File: src/rtl/reg_wr_arbiter_if.sv
`default_nettype none
// ============================================================================
//  Module   : reg_wr_arbiter_if
//  Purpose  : Request/grant/write bus between the requesters, the arbiter and
//             the controlled register bank.
//  Revision : 1.0  initial release
// ============================================================================
interface reg_wr_arbiter_if #(
    parameter int N = 8,
    parameter int R = 4
);
    logic             pst_req;
    logic [R-1:0]     req;
    logic [2*R-1:0]   req_addr;
    logic [N*R-1:0]   req_data;
    logic [R-1:0]     gnt;
    logic [R-1:0]     ack;
    logic [R-1:0]     en;
    logic [N-1:0]     d;
    logic             pst;
    logic             busy;

    // Requester side drives requests and observes the arbiter results
    modport master (
        output pst_req, req, req_addr, req_data,
        input  gnt, ack, en, d, pst, busy
    );

    // Arbiter side
    modport slave (
        input  pst_req, req, req_addr, req_data,
        output gnt, ack, en, d, pst, busy
    );
endinterface
`default_nettype wire

File: src/rtl/reg_wr_arbiter.sv
`default_nettype none
// ============================================================================
//  Module   : reg_wr_arbiter
//  Purpose  : Round-robin write arbiter for a bank of R registers. Serialises
//             writes (WRITE then ACK), and runs a bank-wide preset that takes
//             priority over writes. Preset requests seen while busy are held
//             in a sticky flag. All state changes on the falling clock edge.
//  Revision : 1.0  initial release
// ============================================================================
module reg_wr_arbiter #(
    parameter int N = 8,
    parameter int R = 4
) (
    input  wire logic       clk,
    input  wire logic       rst,
    reg_wr_arbiter_if.slave bus
);

    // Requester index width; R is a power of two, so index arithmetic wraps
    // naturally modulo R.
    localparam int IW = $clog2(R);

    localparam logic [1:0] S_IDLE   = 2'd0;
    localparam logic [1:0] S_WRITE  = 2'd1;
    localparam logic [1:0] S_ACK    = 2'd2;
    localparam logic [1:0] S_PRESET = 2'd3;

    logic [1:0]    state_q,    state_d;
    logic [IW-1:0] rr_ptr_q,   rr_ptr_d;
    logic          pst_pend_q, pst_pend_d;
    logic [IW-1:0] win_q,      win_d;
    logic [1:0]    addr_q,     addr_d;
    logic [N-1:0]  data_q,     data_d;

    logic [R-1:0]  gnt_q,  gnt_d;
    logic [R-1:0]  ack_q,  ack_d;
    logic [R-1:0]  en_q,   en_d;
    logic [N-1:0]  dout_q, dout_d;
    logic          pst_q,  pst_d;
    logic          busy_q, busy_d;

    logic [IW-1:0] scan_idx;
    logic [IW-1:0] win_idx;
    logic          win_found;

    // Winner search: first active request at or above rr_ptr, wrapping
    always_comb begin
        win_found = 1'b0;
        win_idx   = rr_ptr_q;
        scan_idx  = rr_ptr_q;
        for (int k = 0; k < R; k++) begin
            scan_idx = rr_ptr_q + IW'(k);
            if (!win_found && bus.req[scan_idx]) begin
                win_found = 1'b1;
                win_idx   = scan_idx;
            end
        end
    end

    // Next-state logic; winner, address and data are captured on IDLE->WRITE
    always_comb begin
        state_d    = state_q;
        rr_ptr_d   = rr_ptr_q;
        pst_pend_d = pst_pend_q;
        win_d      = win_q;
        addr_d     = addr_q;
        data_d     = data_q;
        case (state_q)
            S_IDLE: begin
                if (bus.pst_req || pst_pend_q) begin
                    state_d    = S_PRESET;
                    pst_pend_d = 1'b0;
                end else if (win_found) begin
                    state_d = S_WRITE;
                    win_d   = win_idx;
                    addr_d  = bus.req_addr[2*win_idx +: 2];
                    data_d  = bus.req_data[N*win_idx +: N];
                end
            end
            S_WRITE: begin
                state_d = S_ACK;
            end
            S_ACK: begin
                state_d  = S_IDLE;
                rr_ptr_d = win_q + IW'(1);
            end
            S_PRESET: begin
                state_d = S_IDLE;
            end
            default: begin
                state_d = S_IDLE;
            end
        endcase
        // A preset asked for while busy is remembered until the next IDLE
        if ((state_q != S_IDLE) && bus.pst_req) begin
            pst_pend_d = 1'b1;
        end
    end

    // Output decode from the upcoming state so every output is a register
    always_comb begin
        gnt_d  = '0;
        ack_d  = '0;
        en_d   = '0;
        dout_d = dout_q;
        pst_d  = (state_d == S_PRESET);
        busy_d = (state_d != S_IDLE);
        if (state_d == S_WRITE) begin
            gnt_d[win_d]  = 1'b1;
            en_d[addr_d]  = 1'b1;
            dout_d        = data_d;
        end
        if (state_d == S_ACK) begin
            ack_d[win_d] = 1'b1;
        end
    end

    // State and output registers, falling edge, asynchronous active-low reset
    always_ff @(negedge clk or negedge rst) begin
        if (!rst) begin
            state_q    <= S_IDLE;
            rr_ptr_q   <= '0;
            pst_pend_q <= 1'b0;
            win_q      <= '0;
            addr_q     <= '0;
            data_q     <= '0;
            gnt_q      <= '0;
            ack_q      <= '0;
            en_q       <= '0;
            dout_q     <= '0;
            pst_q      <= 1'b0;
            busy_q     <= 1'b0;
        end else begin
            state_q    <= state_d;
            rr_ptr_q   <= rr_ptr_d;
            pst_pend_q <= pst_pend_d;
            win_q      <= win_d;
            addr_q     <= addr_d;
            data_q     <= data_d;
            gnt_q      <= gnt_d;
            ack_q      <= ack_d;
            en_q       <= en_d;
            dout_q     <= dout_d;
            pst_q      <= pst_d;
            busy_q     <= busy_d;
        end
    end

    assign bus.gnt  = gnt_q;
    assign bus.ack  = ack_q;
    assign bus.en   = en_q;
    assign bus.d    = dout_q;
    assign bus.pst  = pst_q;
    assign bus.busy = busy_q;

endmodule
`default_nettype wire
File: src/flat_wrapper.sv
// flat-port wrapper written by rule: the top's interface ports become plain ports
module reg_wr_arbiter_flat 
#(
    parameter int N = 8,
    parameter int R = 4
)
  (clk, rst, bus_pst_req, bus_req, bus_req_addr, bus_req_data, bus_gnt, bus_ack, bus_en, bus_d, bus_pst, bus_busy);
  reg_wr_arbiter_if #(.N(N), .R(R)) bus_i ();
  input  wire logic clk;
  input  wire logic rst;
  input wire logic [$bits(bus_i.pst_req)-1:0] bus_pst_req;
  input wire logic [$bits(bus_i.req)-1:0] bus_req;
  input wire logic [$bits(bus_i.req_addr)-1:0] bus_req_addr;
  input wire logic [$bits(bus_i.req_data)-1:0] bus_req_data;
  output wire logic [$bits(bus_i.gnt)-1:0] bus_gnt;
  output wire logic [$bits(bus_i.ack)-1:0] bus_ack;
  output wire logic [$bits(bus_i.en)-1:0] bus_en;
  output wire logic [$bits(bus_i.d)-1:0] bus_d;
  output wire logic [$bits(bus_i.pst)-1:0] bus_pst;
  output wire logic [$bits(bus_i.busy)-1:0] bus_busy;
  assign bus_i.pst_req = bus_pst_req;
  assign bus_i.req = bus_req;
  assign bus_i.req_addr = bus_req_addr;
  assign bus_i.req_data = bus_req_data;
  assign bus_gnt = bus_i.gnt;
  assign bus_ack = bus_i.ack;
  assign bus_en = bus_i.en;
  assign bus_d = bus_i.d;
  assign bus_pst = bus_i.pst;
  assign bus_busy = bus_i.busy;
  reg_wr_arbiter #(.N(N), .R(R)) u_core (.clk(clk), .rst(rst), .bus(bus_i));
endmodule
File: config.mk
export PLATFORM = sky130hd
export DESIGN_NAME = reg_wr_arbiter_flat
export DESIGN_NICKNAME = d
export VERILOG_FILES = /design/src/rtl/reg_wr_arbiter_if.sv /design/src/rtl/reg_wr_arbiter.sv /design/src/flat_wrapper.sv
export SDC_FILE = /design/constraint.sdc
export NUM_CORES = 1
export LEC_CHECK = 0
export BUFFER_PORTS_ARGS = -buffer_cell sky130_fd_sc_hd__buf_4
export CORE_AREA = 8 8 77 79
export CTS_CLUSTER_DIAMETER = 80
export DETAILED_ROUTE_END_ITERATION = 16
export DIE_AREA = 0 0 85 87
export GPL_TIMING_DRIVEN = 1
export HOLD_SLACK_MARGIN = 0.02
export PLACE_DENSITY_LB_ADDON = 0.12
export SETUP_SLACK_MARGIN = 0.3
export SYNTH_ARGS = -nofsm -noshare
export SYNTH_HDL_FRONTEND = slang
export SYNTH_SLANG_ARGS = --single-unit
File: constraint.sdc
create_clock -name clk -period 2.45 [get_ports clk]
set_input_delay 0.1225 -clock clk [delete_from_list [all_inputs] [get_ports clk]]
set_output_delay 0.1225 -clock clk [all_outputs]
set_load 0.05 [all_outputs]
==> results of run 1 <==
-- logic make-up after synthesis --
| logic type | Yosys count | share of synthesized area |
|---|---|---|
| simple gates | 57 | 0.191 |
| compound gates | 29 | 0.143 |
| flops | 29 | 0.465 |
| mux | 24 | 0.158 |
| buf+inv | 11 | 0.0377 |
| xor+xnor | 1 | 0.00561 |
-- worst reg2reg max path: cells and delay by family (launching register included) --
kind,cells,cell delay (ns)
flip-flops,1,0.54
AND/OR/NAND/NOR,2,0.53
AO/OA/AOI/OAI,2,0.32
multiplexers,1,0.19
buffers and inverters,1,0.18
-- stage by stage --
stage	hold slack, ns	area [um^2]	instances
finish	0.447	2650	294
global route	0.478	2650	294
CTS	0.450	2580	292
detailed placement	0.439	2280	280
global placement	0.434	2280	280
floorplan	0.408	1630	151
-- power breakdown --
part	internal, W	switching [W]	leakage (nW)	total, W
sequential	0.000654	0.000151	0.375	0.000804
combinational	0.000778	0.000879	0.864	0.00166
clock	0.000196	0.000177	0.0450	0.000373
total	0.00163	0.00121	1.28	0.00283
-- flip-flops by register name, indices dropped and copies added, names as in the netlist --
register	count
u_core.bus.ack	4
u_core.bus.busy	1
u_core.bus.d	8
u_core.bus.en	4
u_core.bus.gnt	4
u_core.bus.pst	1
u_core.pst_pend_q	1
u_core.rr_ptr_q	2
u_core.state_q	2
u_core.win_q	2
-- repair_timing --
action,in CTS,in global routing
pin swaps,5,5
setup buffers,2,2
gates resized for setup,39,12
cloned,2,0
hold buffers,0,0
endpoints found under the setup margin,44,44
-- metal layers --
layer | vias to the layer above | GRT usage | wire [um]
met5 | - | 0 | 0
met4 | 0 | 0.0453 | 86
met3 | 9 | 0.0547 | 408
met2 | 57 | 0.223 | 2270
met1 | 681 | 0.130 | 1860
li1 | 712 | - | -
-- cells in the final DEF, fill, tap and decap left out, types with 2 or more instances in the layout --
master,instances
buf_4,56
dfrtn_1,29
buf_6,25
mux2i_1,21
nand2_1,16
nor2_1,10
nor2b_1,8
o221ai_1,8
clkbuf_8,5
nor2b_4,4
nor3_1,3
o21ai_0,3
a21oi_2,3
o22ai_1,3
buf_8,3
buf_12,3
nand3_4,2
o21ba_4,2
nor3b_2,2
nor2_4,2
mux2_4,2
clkinv_2,2
buf_16,2
-- final cells by class --
| cell class | instances | area, um^2 | area share |
|---|---|---|---|
| multi-input combinational | 111 | 906 | 0.342 |
| timing repair buffer | 89 | 862 | 0.325 |
| sequential | 29 | 726 | 0.274 |
| clock buffer | 6 | 72.6 | 0.0274 |
| tap | 56 | 70.1 | 0.0264 |
| clock inverter | 2 | 10.0 | 0.00378 |
| inverter | 1 | 3.75 | 0.00142 |
-- worst max-delay path by stage --
stage,cells after the start,startpoint,slack [ns],end
2_1_floorplan,7,bus_req[2],-0.21,u_core.bus.d[5]
3_3_place_gp,7,bus_req[2],-0.45,u_core.bus.d[0]
3_5_place_dp,7,bus_req[2],-0.48,u_core.bus.d[0]
4_1_cts,7,bus_req[0],-0.15,u_core.bus.d[0]
5_1_grt,7,bus_req[2],-0.19,u_core.bus.d[6]
6_report,7,bus_req[2],-0.14,u_core.bus.d[0]
==> out/metrics.cfg, run 1 <==
[timing]
setup_viol_count_final=15
setup_ws_ns=-0.140
worst_pin_slew_ns=0.381
relSlewSlack=0.746
skew_ns=0.00517
finalSetupTns_ns=-1.51
rsz0062_at_grt=yes
slew_viol_final=0
finalHoldViolations=0

[route]
wl_per_cell_um=15.7
ant_nets=0
firstDrtPassIters=5
num_vias=1459
drt_iter0_drc=54
viasPerCell=4.96
drc=0
drt-total-wl_um=4630

[hold_path]
min_path_type=reg -> reg
hold_depth=1
hold_end=u_core.state_q[1]
hold_start=u_core.state_q[1]

[worst_setup_path]
worst_ep_arrival_time_ns=1.48
crit_family=simple AND/OR/NAND/NOR gates
path_class=in -> reg
worstPathRequired_ns=1.34
r2r_start=u_core.rr_ptr_q[0]
path_cells=buf_8 > nor2b_4 > o21ba_4 > or3b_4 > buf_12 > mux2i_2 > o221ai_1
endpoint_kind=flip-flop
rr_worst_depth=6
start_kind=primary input
reg2reg_slack_ns=0.53
critical_path_buf_inv_count=2
slowest_stage=or3b_4
critPathMaxFanout=7
critPathMaxStageDelay_ns=0.45
r2r_end=u_core.bus.d[0]

[synth]
synth_top_cells_by_count=29 x dfrtn_1, 22 x mux2i_1, 17 x nand2_1
yosysMostFrequentCell=dfrtn_1
synthCells=151
synth_warnings=0
synth-seq-cells=29
yosysSeqAreaShare=0.465
ys_types=36
netlist_area_um2=1560
synth.area.top_cells=dfrtn_1 46%, mux2i_1 14%, o221ai_1 4.5%
syn_area_per_cell_um2=10.3
ys_dominant_reg_cell=dfrtn_1
syn-num-nets=198
synth_top_area_share=0.465
synth_edf_count=0
yosysTopAreaCell=dfrtn_1
async_reset_ff_frac=1.00

[clocking]
cts_tree=yes
path_clk_slew_ns=0.05
cts_buffer_depth=2
clock-sinks=29
numCtsBuffers=5
clock_latency_ns=0.28
htreeDepth=2
clock-root-buffer=clkbuf_8

[global_routing]
gr-total-overflow=0
grtUsageTotal=0.126
grt_pass1_wl_um=7510
antenna_found_initial=0
grt_max_degree=30
grt_pass1_vias=1653

[status]
violations=negative setup slack
status=finished, violations left

[layout]
final_core_util=0.547
diodes=0
fin_nets=284
fillers=420
drive_above_1_share=0.517
area_growth_pct=69.7

[placed_design]
dp_hpwl_um=3520
place.port_buffers=68
pre_cts_ws_ns=-0.475
gp_congestion=0.794

[power_and_ir_drop]
p_per_area_nw_per_um2=1070
finalPower_w=0.00283
p_leak_nw=1.28
ir_worst_vdd_uv=478

[floorplanning]
rows=26
die_w_um=85
start_util=0.322
io_pins=69
die_h_um=87
dieArea_um2=7400
core-area_um2=4850

[run]
drv_cap=0

Note: power is estimated with default switching activity, not from simulation.
==> inputs of run 2 (changes only) <==
--- a/config.mk
+++ b/config.mk
@@ -5,9 +5,10 @@
 export SDC_FILE = /design/constraint.sdc
 export NUM_CORES = 1
 export LEC_CHECK = 0
-export BUFFER_PORTS_ARGS = -buffer_cell sky130_fd_sc_hd__buf_4
+export BUFFER_PORTS_ARGS = -buffer_cell sky130_fd_sc_hd__buf_2
 export CORE_AREA = 8 8 77 79
 export CTS_CLUSTER_DIAMETER = 80
+export CTS_CLUSTER_SIZE = 40
 export DETAILED_ROUTE_END_ITERATION = 16
 export DIE_AREA = 0 0 85 87
 export GPL_TIMING_DRIVEN = 1
==> run 2 against run 1 <==
- non-clock buffer count stayed put
- register-to-register slack gained 0.09 ns
- critical endpoint is now u_core.bus.en[0]
- count of clock-buffer cells in the layout increased by 1
- clock skew fell by 0.0022 ns
- core utilization shrank 3.3 points
- critical path type unchanged
- die area unchanged
- hold slack gained 0.0058 ns
- the run still ends with negative setup slack left
- sequential power is essentially flat
- worst setup slack gained 0.072 ns
==> out/metrics.cfg, run 2 (synthesis gave the netlist of run 1 again) <==
[placed_design]
dp_hpwl_um=3150  ; was 3520 um
place.port_buffers=68  ; unchanged
pre_cts_ws_ns=-0.429  ; was -0.475 ns
gp_congestion=0.771  ; was 0.794

[timing]
finalHoldViolations=0  ; unchanged
skew_ns=0.00293  ; was 0.00517 ns
relSlewSlack=0.702  ; was 0.746
setup_ws_ns=-0.0681  ; was -0.140 ns
rsz0062_at_grt=yes  ; unchanged
worst_pin_slew_ns=0.446  ; was 0.381 ns
slew_viol_final=0  ; unchanged
finalSetupTns_ns=-0.730  ; was -1.51 ns
setup_viol_count_final=14  ; was 15
whs_ns=0.452  ; was 0.447 ns

[layout]
layout_common_cells=43 x buf_2, 29 x buf_6, 29 x dfrtn_1  ; was 56 x buf_4, 29 x dfrtn_1, 25 x buf_6
diodes=0  ; unchanged
final_common_cell=buf_2  ; was buf_4
area_growth_pct=59.6  ; was 69.7%
largest_reg_flops=8  ; unchanged
drive_above_1_share=0.513  ; was 0.517
fillers=443  ; was 420
final_core_util=0.514  ; was 0.547
fin_nets=284  ; unchanged

[worst_setup_path]
critPathMaxFanout=21  ; was 7
path_class=in -> reg  ; unchanged
endpoint_kind=flip-flop  ; unchanged
worst_ep_arrival_time_ns=1.42  ; was 1.48 ns
worstPathRequired_ns=1.35  ; was 1.34 ns
start_kind=primary input  ; unchanged

[global_routing]
grt_pass1_wl_um=6850  ; was 7510 um
gr-total-overflow=0  ; unchanged
grt_pass1_vias=1556  ; was 1,653
antenna_found_initial=0  ; unchanged
grtUsageTotal=0.117  ; was 0.126
grt_max_degree=30  ; unchanged

[route]
dr_wl_met2_um=1910  ; was 2270 um
viasPerCell=4.74  ; was 4.96
drt_iter0_drc=34  ; was 54
route.met3.wl_um=317  ; was 408 um
wl_per_cell_um=14.1  ; was 15.7 um
ant_nets=0  ; unchanged
dr.max_layer_used=met4  ; unchanged
drc=0  ; unchanged
num_vias=1393  ; was 1,459
drt-total-wl_um=4140  ; was 4630 um
m1WireLength_um=1860  ; about the same
firstDrtPassIters=4  ; was 5

[power_and_ir_drop]
finalPower_w=0.00273  ; was 0.00283 W
p_leak_nw=1.24  ; was 1.28 nW
p_per_area_nw_per_um2=1090  ; was 1070 nW/um^2
ir_worst_vdd_uv=620  ; was 478 uV

[clocking]
clock_latency_ns=0.29  ; was 0.28 ns
numCtsBuffers=5  ; unchanged
path_clk_slew_ns=0.04  ; was 0.05 ns
clock-sinks=29  ; unchanged
cts_buffer_depth=2  ; unchanged
clock-root-buffer=clkbuf_8  ; unchanged
cts_tree=yes  ; unchanged
htreeDepth=2  ; unchanged
hold_buffers=0  ; unchanged

[floorplanning]
die_h_um=87  ; unchanged
die_w_um=85  ; unchanged
io_pins=69  ; unchanged
start_util=0.322  ; unchanged
core-area_um2=4850  ; unchanged
rows=26  ; unchanged
dieArea_um2=7400  ; unchanged

[run]
drv_cap=0  ; unchanged

[status]
status=finished, violations left  ; unchanged
violations=negative setup slack  ; unchanged

[hold_path]
min_path_type=reg -> reg  ; unchanged

[run 2: where the power goes]
| group | internal (W) | leakage, nW | switching (W) | total [W] |
|---|---|---|---|---|
| clock network | 0.000253 | 0.0542 | 0.000177 | 0.000430 |
| logic | 0.000671 | 0.806 | 0.000820 | 0.00149 |
| registers | 0.000654 | 0.375 | 0.000151 | 0.000805 |
| total | 0.00158 | 1.24 | 0.00115 | 0.00273 |
[run 2: metal layers]
layer	GRT usage	vias to the layer above
li1	-	707
met1	0.132	631
met2	0.185	51
met3	0.0566	4
met4	0.0485	0
met5	0	-
[run 2: through the flow]
stage | std cells | area [um^2]
floorplan | 151 | 1630
global route | 294 | 2490
finish | 294 | 2490
global placement | 281 | 2100
CTS | 293 | 2420
detailed placement | 281 | 2100
[run 2: repair_timing]
| action | 4_1_cts | 5_1_grt |
|---|---|---|
| endpoints found under the setup margin | 44 | 45 |
| buffers inserted | 4 | 1 |
| gates resized for setup | 56 | 13 |
| pin swaps | 1 | 2 |
[run 2: worst paths after layout]
| kind | from | endpoint | slack (ns) | cells past startpoint |
|---|---|---|---|---|
| hold reg to reg | u_core.state_q[1] | u_core.state_q[1] | 0.45 | 1 |
| hold / removal | u_core.state_q[1] | u_core.state_q[1] | 0.45 | 1 |
| max in group asynchronous | rst | u_core.bus.en[1] | 1.20 | 2 |
| min in group asynchronous | rst | u_core.bus.busy | 0.95 | 2 |
| setup reg to reg | u_core.rr_ptr_q[0] | u_core.bus.en[0] | 0.62 | 6 |
| setup / recovery | bus_req[0] | u_core.bus.en[0] | -0.07 | 7 |
[run 2: critical path: stages]
cell and delay (ns):
buf_6 0.10, nor2b_4 0.12, o21ba_1 0.18, or3b_4 0.40, buf_12 0.18, mux2i_1 0.19
o22ai_1 0.10
[run 2: cell type report]
type	instances	area (um^2)	area share
tap	56	70.1	0.0281
sequential	29	726	0.291
multi-input combinational	111	890	0.357
timing repair buffer	89	702	0.282
clock buffer	7	96.3	0.0387
inverter	1	3.75	0.00151
clock inverter	1	5.00	0.00201
==> inputs of run 3 (changes only) <==
--- a/config.mk
+++ b/config.mk
@@ -5,6 +5,7 @@
 export SDC_FILE = /design/constraint.sdc
 export NUM_CORES = 1
 export LEC_CHECK = 0
+export ABC_CLOCK_PERIOD_IN_PS = 2450
 export BUFFER_PORTS_ARGS = -buffer_cell sky130_fd_sc_hd__buf_2
 export CORE_AREA = 8 8 77 79
 export CTS_CLUSTER_DIAMETER = 80
@@ -18,3 +19,4 @@
 export SYNTH_ARGS = -nofsm -noshare
 export SYNTH_HDL_FRONTEND = slang
 export SYNTH_SLANG_ARGS = --single-unit
+export TNS_END_PERCENT = 50
==> run 3 against run 2 <==
- the run still ends with negative setup slack left
- final cell count fell by 1.0%
- die area unchanged
- core utilization shrank 0.34 points
- sequential power shrank 0.6%
- global-route usage grew 0.25 points
- sequential cell count did not move
- non-clock buffer count down 3
- count of clock-buffer cells in the layout fell by 1
- combinational power about the same
- hold slack improved by 0.011 ns
==> out/metrics.cfg, run 3 (synthesis gave the netlist of run 1 again) <==
[route]
drt_iter0_drc=61  ; was 34
drt-total-wl_um=4190  ; was 4140 um
ant_nets=0  ; unchanged
viasPerCell=4.81  ; was 4.74
num_vias=1401  ; was 1,393
wl_per_cell_um=14.4  ; was 14.1 um
drc=0  ; unchanged
firstDrtPassIters=4  ; unchanged

[worst_setup_path]
critPathMaxStageDelay_ns=0.40  ; about the same
crit_family=simple AND/OR/NAND/NOR gates  ; unchanged
crit_cells=7  ; unchanged
critical_path_buf_inv_count=2  ; unchanged
path_cells=buf_6 > nor2b_1 > o21ba_1 > or3b_4 > buf_6 > mux2i_2 > o22ai_1  ; was buf_6 > nor2b_4 > o21ba_1 > or3b_4 > buf_12 > mux2i_1 > o22ai_1
r2r_end=u_core.bus.en[2]  ; was u_core.bus.en[0]
startpoint=bus_req[2]  ; was bus_req[0]
critPathCapture=u_core.bus.en[2]  ; was u_core.bus.en[0]
reg2reg_slack_ns=0.62  ; about the same
worstPathRequired_ns=1.34  ; was 1.35 ns
rr_worst_depth=6  ; unchanged
start_kind=primary input  ; unchanged
worst_ep_arrival_time_ns=1.42  ; about the same
path_class=in -> reg  ; unchanged
r2r_start=u_core.rr_ptr_q[0]  ; unchanged
slowest_stage=or3b_4  ; unchanged
endpoint_kind=flip-flop  ; unchanged
path_common_cell=buf_6
critPathMaxFanout=11  ; was 21

[floorplanning]
die_w_um=85  ; unchanged
core-area_um2=4850  ; unchanged
start_util=0.322  ; unchanged
rows=26  ; unchanged
die_h_um=87  ; unchanged
dieArea_um2=7400  ; unchanged
io_pins=69  ; unchanged

[timing]
relSlewSlack=0.759  ; was 0.702
worst_pin_slew_ns=0.362  ; was 0.446 ns
setup_viol_count_final=12  ; was 14
finalSetupTns_ns=-0.529  ; was -0.730 ns
skew_ns=0.00651  ; was 0.00293 ns
slew_viol_final=0  ; unchanged
finalHoldViolations=0  ; unchanged
rsz0062_at_grt=yes  ; unchanged
setup_ws_ns=-0.0806  ; was -0.0681 ns

[layout]
regArea_um2=726  ; unchanged
final_common_cell=buf_2  ; unchanged
drive_above_1_share=0.502  ; was 0.513
largest_reg_flops=8  ; unchanged
fillers=443  ; unchanged
fin_cells=291  ; was 294
diodes=0  ; unchanged
area_growth_pct=58.6  ; was 59.6%
fin_nets=281  ; was 284
multi_input_area_um2=883  ; was 890 um^2
layout_common_cells=42 x buf_2, 29 x dfrtn_1, 26 x buf_6  ; was 43 x buf_2, 29 x buf_6, 29 x dfrtn_1

[clocking]
hold_buffers=0  ; unchanged
htreeDepth=2  ; unchanged
clock-sinks=29  ; unchanged
cts_buffer_depth=2  ; unchanged
path_clk_slew_ns=0.04  ; about the same
cts_tree=yes  ; unchanged
clock-root-buffer=clkbuf_8  ; unchanged
clock_latency_ns=0.29  ; about the same
numCtsBuffers=5  ; unchanged

[placed_design]
pre_cts_ws_ns=-0.436  ; was -0.429 ns
placed_cells=281  ; unchanged
dp_hpwl_um=3140  ; was 3150 um
place.port_buffers=68  ; unchanged
gp_congestion=0.764  ; was 0.771

[global_routing]
grt_pass1_vias=1516  ; was 1,556
grt_pass1_wl_um=7030  ; was 6850 um
antenna_found_initial=0  ; unchanged
grtUsageTotal=0.120  ; was 0.117
gr-total-overflow=0  ; unchanged
grt_max_degree=30  ; unchanged

[power_and_ir_drop]
p_per_area_nw_per_um2=1080  ; was 1090 nW/um^2
ir_worst_vdd_uv=477  ; was 620 uV
p_leak_nw=1.21  ; was 1.24 nW

[hold_path]
min_path_type=reg -> reg  ; unchanged

[status]
violations=negative setup slack  ; unchanged
status=finished, violations left  ; unchanged

[run]
drv_cap=0  ; unchanged

## run 3: what timing repair did
item / 4_1_cts / 5_1_grt
gates resized for setup: 66 / 10
endpoints found under the setup margin: 44 / 44
buffers inserted: 2 / 0
hold endpoints to repair: 0 / 0
pin swaps: 6 / 4
## run 3: how the worst min path moves through the flow
| stage | from | to | slack [ns] | depth (start not counted) |
|---|---|---|---|---|
| after CTS | u_core.state_q[1] | u_core.state_q[1] | 0.46 | 1 |
| after global placement | u_core.bus.d[7] | u_core.bus.d[7] | 0.43 | 2 |
| after global routing | u_core.bus.d[7] | u_core.bus.d[7] | 0.49 | 2 |
| after floorplan | u_core.state_q[1] | u_core.state_q[1] | 0.41 | 1 |
| final | u_core.state_q[1] | u_core.state_q[1] | 0.46 | 1 |
| after detailed placement | u_core.bus.d[7] | u_core.bus.d[7] | 0.43 | 2 |
## run 3: final cells by class
| class | instances | area share |
|---|---|---|
| clock inverter | 2 | 0.00404 |
| inverter | 1 | 0.00152 |
| clock buffer | 6 | 0.0293 |
| multi-input combinational | 111 | 0.357 |
| sequential | 29 | 0.293 |
| tap | 56 | 0.0283 |
| timing repair buffer | 86 | 0.287 |
## run 3: where the power goes
group	switching, W	internal, W	total, W
Clock	0.000175	0.000196	0.000371
Sequential	0.000146	0.000654	0.000800
Combinational	0.000836	0.000670	0.00151
Total	0.00116	0.00152	0.00268
## run 3: metrics by stage
| step | util | cell area [um^2] | power (W) | hold WS (ns) |
|---|---|---|---|---|
| 6_report | 0.511 | 2480 | 0.00268 | 0.463 |
| 4_1_cts | 0.502 | 2430 | 0.00266 | 0.461 |
| 2_1_floorplan | - | 1620 | 0.00173 | 0.408 |
| 3_5_place_dp | 0.436 | 2110 | 0.00206 | 0.434 |
| 5_1_grt | 0.511 | 2480 | 0.00285 | 0.491 |
| 3_3_place_gp | 0.436 | 2110 | 0.00206 | 0.430 |
## run 3: worst register-to-register path: stages, from the launching register on
cell     delay (ns)
dfrtn_1        0.53
nor2b_4        0.06
o21ba_1        0.18
or3b_4         0.40
buf_6          0.18
mux2i_2        0.21
o22ai_1        0.11
## run 3: per-layer routing
metal	wire [um]	GRT usage	part of all wire	vias up
met5	0	0	0	-
met4	53	0.0388	0.013	0
met3	424	0.0670	0.10	6
met2	1920	0.190	0.46	54
met1	1800	0.133	0.43	636
li1	-	-	-	705
